`src/rtl/teclado_scan_ctrl_if.sv`:
```
// Key queue port of the keypad scan controller: FIFO head with valid/ack pop,
// accept pulse and sticky overflow flag.
interface teclado_scan_ctrl_if;
  logic [3:0] key_code;
  logic       key_valid;
  logic       key_ack;
  logic       done;
  logic       overflow;
  logic       clr_ovf;

  modport master (
    output key_code, key_valid, done, overflow,
    input  key_ack, clr_ovf
  );

  modport slave (
    input  key_code, key_valid, done, overflow,
    output key_ack, clr_ovf
  );
endinterface

```
`src/rtl/teclado_scan_ctrl.sv`:
```
// 4x4 keypad scanner: one-hot row drive, debounced single-key detection,
// 4-bit key encoding and a small FIFO read through a valid/ack handshake.
module teclado_scan_ctrl #(
  parameter int unsigned SCAN_DIV       = 1000,
  parameter int unsigned DEBOUNCE_SCANS = 4,
  parameter int unsigned FIFO_DEPTH     = 4
) (
  input  logic                       clk,
  input  logic                       reset,
  input  logic                       entrada1,
  input  logic                       entrada2,
  input  logic                       entrada3,
  input  logic                       entrada4,
  output logic [3:0]                 fila,
  teclado_scan_ctrl_if.master        kbus
);

  localparam int unsigned DW = (SCAN_DIV > 1) ? $clog2(SCAN_DIV) : 1;
  localparam int unsigned CW = $clog2(DEBOUNCE_SCANS + 1);
  localparam int unsigned AW = $clog2(FIFO_DEPTH);
  localparam int unsigned NW = AW + 1;

  localparam logic [DW-1:0] DIV_LAST  = DW'(SCAN_DIV - 1);
  localparam logic [CW-1:0] CNT_DONE  = CW'(DEBOUNCE_SCANS);
  localparam logic [CW-1:0] CNT_ONE   = CW'(1);
  localparam logic [NW-1:0] FIFO_FULL = NW'(FIFO_DEPTH);

  typedef enum logic [1:0] {
    ST_SCAN,
    ST_DEBOUNCE,
    ST_PUSH,
    ST_RELEASE
  } state_t;

  state_t          state_q, state_d;
  logic [DW-1:0]   div_q, div_d;
  logic [CW-1:0]   cnt_q, cnt_d;
  logic [3:0]      fila_q, fila_d;
  logic [1:0]      row_q, row_d;
  logic [1:0]      col_q, col_d;
  logic [AW-1:0]   wr_ptr_q, wr_ptr_d;
  logic [AW-1:0]   rd_ptr_q, rd_ptr_d;
  logic [NW-1:0]   count_q, count_d;
  logic [3:0]      mem_q [FIFO_DEPTH];
  logic [3:0]      mem_d [FIFO_DEPTH];
  logic            ovf_q, ovf_d;

  logic [3:0]      cols;
  logic [3:0]      fila_rot;
  logic            tick;
  logic            single;
  logic            col_hit;
  logic            push_req;
  logic            done_c;
  logic            full;
  logic            pop;
  logic            push;

  function automatic logic [1:0] enc2(input logic [3:0] v);
    logic [1:0] r;
    r = 2'd0;
    case (v)
      4'b0010: r = 2'd1;
      4'b0100: r = 2'd2;
      4'b1000: r = 2'd3;
      default: r = 2'd0;
    endcase
    return r;
  endfunction

  assign cols     = {entrada4, entrada3, entrada2, entrada1};
  assign fila_rot = {fila_q[2:0], fila_q[3]};
  assign tick     = (div_q == DIV_LAST);
  assign single   = (cols != 4'b0000) && ((cols & (cols - 4'b0001)) == 4'b0000);
  assign col_hit  = single && (cols == (4'b0001 << col_q));

  always_ff @(posedge clk or negedge reset) begin
    if (!reset) begin
      state_q <= ST_SCAN;
      div_q   <= '0;
      cnt_q   <= '0;
      fila_q  <= 4'b0001;
      row_q   <= '0;
      col_q   <= '0;
    end else begin
      state_q <= state_d;
      div_q   <= div_d;
      cnt_q   <= cnt_d;
      fila_q  <= fila_d;
      row_q   <= row_d;
      col_q   <= col_d;
    end
  end

  // Row drive and latched key live alongside the state so they move on the same tick.
  always_comb begin
    state_d = state_q;
    div_d   = tick ? '0 : div_q + DW'(1);
    cnt_d   = cnt_q;
    fila_d  = fila_q;
    row_d   = row_q;
    col_d   = col_q;
    case (state_q)
      ST_SCAN: begin
        if (tick) begin
          if (single) begin
            row_d   = enc2(fila_q);
            col_d   = enc2(cols);
            cnt_d   = CNT_ONE;
            state_d = (CNT_DONE == CNT_ONE) ? ST_PUSH : ST_DEBOUNCE;
          end else begin
            fila_d = fila_rot;
          end
        end
      end
      ST_DEBOUNCE: begin
        if (tick) begin
          if (col_hit) begin
            cnt_d = cnt_q + CNT_ONE;
            if (cnt_q + CNT_ONE == CNT_DONE) state_d = ST_PUSH;
          end else begin
            cnt_d   = '0;
            fila_d  = fila_rot;
            state_d = ST_SCAN;
          end
        end
      end
      ST_PUSH: begin
        cnt_d   = '0;
        state_d = ST_RELEASE;
      end
      ST_RELEASE: begin
        if (tick) begin
          if (cols == 4'b0000) begin
            cnt_d = cnt_q + CNT_ONE;
            if (cnt_q + CNT_ONE == CNT_DONE) begin
              cnt_d   = '0;
              fila_d  = fila_rot;
              state_d = ST_SCAN;
            end
          end else begin
            cnt_d = '0;
          end
        end
      end
      default: state_d = ST_SCAN;
    endcase
  end

  always_comb begin
    done_c   = (state_q == ST_PUSH);
    push_req = (state_q == ST_PUSH);
  end

  // A pop in the push cycle frees a slot, so a full queue still accepts the key.
  always_comb begin
    full     = (count_q == FIFO_FULL);
    pop      = kbus.key_ack && (count_q != '0);
    push     = push_req && (!full || pop);
    mem_d    = mem_q;
    wr_ptr_d = wr_ptr_q;
    rd_ptr_d = rd_ptr_q;
    count_d  = count_q;
    if (push) begin
      mem_d[wr_ptr_q] = {row_q, col_q};
      wr_ptr_d        = wr_ptr_q + AW'(1);
    end
    if (pop) rd_ptr_d = rd_ptr_q + AW'(1);
    if (push && !pop) count_d = count_q + NW'(1);
    else if (pop && !push) count_d = count_q - NW'(1);
    ovf_d = ovf_q;
    if (push_req && full && !pop) ovf_d = 1'b1;
    else if (kbus.clr_ovf) ovf_d = 1'b0;
  end

  always_ff @(posedge clk or negedge reset) begin
    if (!reset) begin
      for (int unsigned i = 0; i < FIFO_DEPTH; i++) mem_q[i] <= '0;
      wr_ptr_q <= '0;
      rd_ptr_q <= '0;
      count_q  <= '0;
      ovf_q    <= 1'b0;
    end else begin
      mem_q    <= mem_d;
      wr_ptr_q <= wr_ptr_d;
      rd_ptr_q <= rd_ptr_d;
      count_q  <= count_d;
      ovf_q    <= ovf_d;
    end
  end

  assign fila           = fila_q;
  assign kbus.key_code  = mem_q[rd_ptr_q];
  assign kbus.key_valid = (count_q != '0);
  assign kbus.done      = done_c;
  assign kbus.overflow  = ovf_q;

endmodule
```
`src/flat_wrapper.sv`:
```
// flat-port wrapper written by rule: the top's interface ports become plain ports
module teclado_scan_ctrl_flat 
#(
  parameter int unsigned SCAN_DIV       = 1000,
  parameter int unsigned DEBOUNCE_SCANS = 4,
  parameter int unsigned FIFO_DEPTH     = 4
)
  (clk, reset, entrada1, entrada2, entrada3, entrada4, fila, kbus_key_code, kbus_key_valid, kbus_done, kbus_overflow, kbus_key_ack, kbus_clr_ovf);
  teclado_scan_ctrl_if kbus_i ();
  input  logic clk;
  input  logic reset;
  input  logic entrada1;
  input  logic entrada2;
  input  logic entrada3;
  input  logic entrada4;
  output logic [3:0] fila;
  output wire logic [$bits(kbus_i.key_code)-1:0] kbus_key_code;
  output wire logic [$bits(kbus_i.key_valid)-1:0] kbus_key_valid;
  output wire logic [$bits(kbus_i.done)-1:0] kbus_done;
  output wire logic [$bits(kbus_i.overflow)-1:0] kbus_overflow;
  input wire logic [$bits(kbus_i.key_ack)-1:0] kbus_key_ack;
  input wire logic [$bits(kbus_i.clr_ovf)-1:0] kbus_clr_ovf;
  assign kbus_key_code = kbus_i.key_code;
  assign kbus_key_valid = kbus_i.key_valid;
  assign kbus_done = kbus_i.done;
  assign kbus_overflow = kbus_i.overflow;
  assign kbus_i.key_ack = kbus_key_ack;
  assign kbus_i.clr_ovf = kbus_clr_ovf;
  teclado_scan_ctrl #(.SCAN_DIV(SCAN_DIV), .DEBOUNCE_SCANS(DEBOUNCE_SCANS), .FIFO_DEPTH(FIFO_DEPTH)) u_core (.clk(clk), .reset(reset), .entrada1(entrada1), .entrada2(entrada2), .entrada3(entrada3), .entrada4(entrada4), .fila(fila), .kbus(kbus_i));
endmodule
```
`config.mk`:
```
export PLATFORM = sky130hd
export DESIGN_NAME = teclado_scan_ctrl_flat
export DESIGN_NICKNAME = d
export VERILOG_FILES = /design/src/rtl/teclado_scan_ctrl_if.sv /design/src/rtl/teclado_scan_ctrl.sv /design/src/flat_wrapper.sv
export SDC_FILE = /design/constraint.sdc
export NUM_CORES = 1
export LEC_CHECK = 0
export CORE_MARGIN = 3
export CORE_UTILIZATION = 25
export DETAILED_ROUTE_END_ITERATION = 8
export GPL_TIMING_DRIVEN = 1
export PLACE_DENSITY = 0.48
export REMOVE_ABC_BUFFERS = 1
export SKIP_CTS_REPAIR_TIMING = 1
export SYNTH_ARGS = -nofsm -noshare
export SYNTH_HDL_FRONTEND = slang
export SYNTH_SLANG_ARGS = --single-unit
```
`constraint.sdc`:
```
create_clock -name clk -period 2.1 [get_ports clk]
set_input_delay 0.42 -clock clk [delete_from_list [all_inputs] [get_ports clk]]
set_output_delay 0.42 -clock clk [all_outputs]
set_load 0.01 [all_outputs]
```
==> impl_results.md <==
- Final cell utilization of the core: 35.73%
- Share of total power in sequential cells: 50.3%
- Initial standard-cell utilization of the core: 26.33%
- Post-synth design cell area: 2352 um^2
- Startpoint kind of the worst setup timing path: register
- Antenna diodes: 0
- Arrival time reported for the critical path endpoint: 2370 ps
- Max-slew headroom: 65.33%
- Number of filler instances in the final layout: 894
- Area of the die: 10610 um^2
- Peak ir drop on the vdd network: 0.2265 mV
- Placement Setup Slack: -510.5 ps
- Post-layout worst setup margin: -84.24 ps
- Layout net count: 291
- Top fanout value on the critical path: 4
- Number of clock buffers inserted by TritonCTS: 5
- Setup Crit Path Kind: reg2reg
- Max Clk Rate: 0.4578 GHz
- Antenna violations before repair: 0
- Final worst hold slack: 83.52 ps
- Status: finished, violations left
- Number of iterations in the first detailed-routing pass: 4
- CTS clk-pin slew, worst paths: 80 ps
- Complex-gate fraction of the synthesized area: 7.926%
- Area taken by flip-flops and latches: 1179 um^2
- Kind of path behind the tightest hold check: in2async
- Via count of the first global-routing pass: 1673
- Leading cell type in the layout, fill and taps excluded: buf_4
- Yosys warnings: 0
- Most frequent cells in the layout: buf_4, dfrtp_1, nand2_1, o21ai_0, mux2_2
- Global-route wire length before repair: 8073 um
- Fraction of power consumed by combinational cells: 20.1%
- Count of placed standard cells including taps: 368
- Max Buffers Root-to-Sink: 2
- Final Hold Vio Count: 0
- Switching share of total power: 25.38%
- Final critical-path share of the clock period: 104.0%
- Switching power total: 518.2 uW
- Vertical die dimension: 103 um
- Overall global routing resource usage: 9.768%
- XOR/XNOR share of the synthesized area: 6.330%
- Setup TNS: -259.1 ps
- Final slew viol count: 0
- Most instantiated flip-flop cell in the synthesis netlist: dfrtp_1
- Overall die width: 103 um
- Total detailed-routing wirelength: 4962 um
- Crit path required time: 2290 ps
- Power density relative to cell area: 639.5 nW/um^2
- DPL Wire Length: 3729 um
- Post-synthesis share of cell area spent on full adders, half adders and majority gates: 5.106%
- Count of placed standard cells in the final layout, fillers left out: 383
- Number of different library cells in the post-synthesis netlist: 39
- Sum of overflow across all layers after global routing: 0
- DR iter-0 viols: 51
- Synthesized-area fraction occupied by and/or/nand/nor cells: 13.72%
- Detailed-route vias per instance: 4.441
- Layout overhead on the synthesized area: 35.69%
- Final cell area excluding filler cells: 3192 um^2
- Number of placement rows: 34
- Via count: 1701
- Cell leakage power: 1.564 nW
- Number of I/O port buffers: 18
- Area of the multi-input gates: 1179 um^2
- Part of the Yosys area used for sequential elements: 50.05%
- I/O pin count: 19
- Placer's final routability congestion estimate: 0.7044
- Clock period minus final worst setup slack: 2184 ps
- Mean cell area of the mapped netlist: 11.42 um^2
- Power consumption: 2.041 mW
- Share of cells above drive strength 1: 34.18%
- CP Capture Type: register
- Mux share of post-synthesis cell area: 14.68%
- Number of nets with antenna violations after routing: 0
- Share of synthesized flip-flops with an asynchronous set or reset: 100.0%
- Relative contribution of the clock network to total power: 29.5%
- RSZ-0062 raised after global routing: true
- Power Internal: 1.523 mW
- Count of endpoints failing setup in the final report: 4
- Routed len/inst: 12.96 um
- Num Clock Sinks: 47
- Main combinational cell family by area after synthesis: multiplexers
- Slew at the pin closest to its max-slew limit: 507.0 ps
- Violated checks: negative setup slack
- Post-synth EDFFs: 0
- CORE AREA: 8934 um^2
- Number of H-tree branching levels: 2
- Source-to-sink clock delay at the later pin of the worst-skew pair: 300 ps
- Total of flip-flops plus latches after synthesis: 47
- Max_cap viols: 0
- Number of instances in the synthesized netlist: 206
- Cell chosen for the clock root: clkbuf_8
- Max Clock Skew: 3.353 ps
- TritonCTS clock tree: built
- Remaining DRCs: 0
- Largest net degree at the start of global routing: 27
- Placed cell area: 2958 um^2
registers in the layout, indices dropped and copies added, names as in the netlist, named ones only:
register / flops
u_core.count_q: 3
u_core.rd_ptr_q: 2
u_core.state_q: 1
u_core.mem_q: 16
u_core.cnt_q: 3
u_core.fila: 4
u_core.div_q: 10
u_core.col_q: 2
u_core.wr_ptr_q: 2
u_core.row_q: 2
u_core.kbus.overflow: 1
cells in the mapped netlist, types with 4 or more instances:
library cell,count,area (um^2)
dfrtp_1,46,1151
ha_1,8,100.1
inv_1,9,33.78
mux2_1,4,45.04
mux2_2,16,180.2
mux4_2,4,90.09
nand2_1,19,71.32
nand3_1,8,40.04
nor2_1,14,52.55
nor3_1,6,30.03
o21ai_0,17,85.08
xnor2_1,11,96.34
xor2_1,6,52.55
worst max-delay path, cell delays in order (launching register included):
cell and delay [ps]:
dfrtp_1 360, ha_2 200, nand4_2 110, or4_4 510
or4b_4 540, mux2_1 330
power groups by stage:
stage | clock network [mW] | logic (mW) | registers [mW]
2_1_floorplan | 0 | 0.157 | 1.04
3_3_place_gp | 0 | 0.293 | 1.06
3_5_place_dp | 0 | 0.296 | 1.06
4_1_cts | 0.625 | 0.296 | 1.04
5_1_grt | 0.655 | 0.459 | 1.04
6_report | 0.603 | 0.411 | 1.03
layer usage:
layer  global-route usage, %  up-vias  part of all wire (%)
met5                       0        -                     0
met4                   2.689        0                   1.3
met3                   2.639        6                   3.0
met2                   16.08       18                    49
met1                   12.65      812                    46
li1                        -      865                     -
kinds of logic after synthesis:
| family | Yosys count |
|---|---|
| xor gates and xnor gates | 17 |
| AOI/OAI and AO/OA | 31 |
| buffers and inverters | 13 |
| muxes | 27 |
| and+or+nand+nor | 62 |
| adders and majority gates | 9 |
| DFF | 47 |
path summary, 6_finish.rpt:
path	startpoint	endpoint	slack, ps	depth (start not counted)
min reg2reg	u_core.mem_q[1]$_DFFE_PN0P_	u_core.mem_q[1]$_DFFE_PN0P_	480	2
min in group clk	u_core.mem_q[1]$_DFFE_PN0P_	u_core.mem_q[1]$_DFFE_PN0P_	480	2
max reg2reg	u_core.div_q[0]$_DFF_PN0_	u_core.fila[2]$_DFFE_PN0P_	-80	5
max in group asynchronous	reset	u_core.fila[0]$_DFFE_PN1P_	1420	2
max	u_core.div_q[0]$_DFF_PN0_	u_core.fila[2]$_DFFE_PN0P_	-80	5
min	reset	u_core.mem_q[11]$_DFFE_PN0P_	80	1
layout make-up:
cell class	count	area share [%]
clock buffer	8	3.136
inverter	9	1.058
timing repair buffer	65	17.72
sequential	47	36.93
tap	108	4.234
multi-input combinational	146	36.93
(Power assumes the default switching activity.)
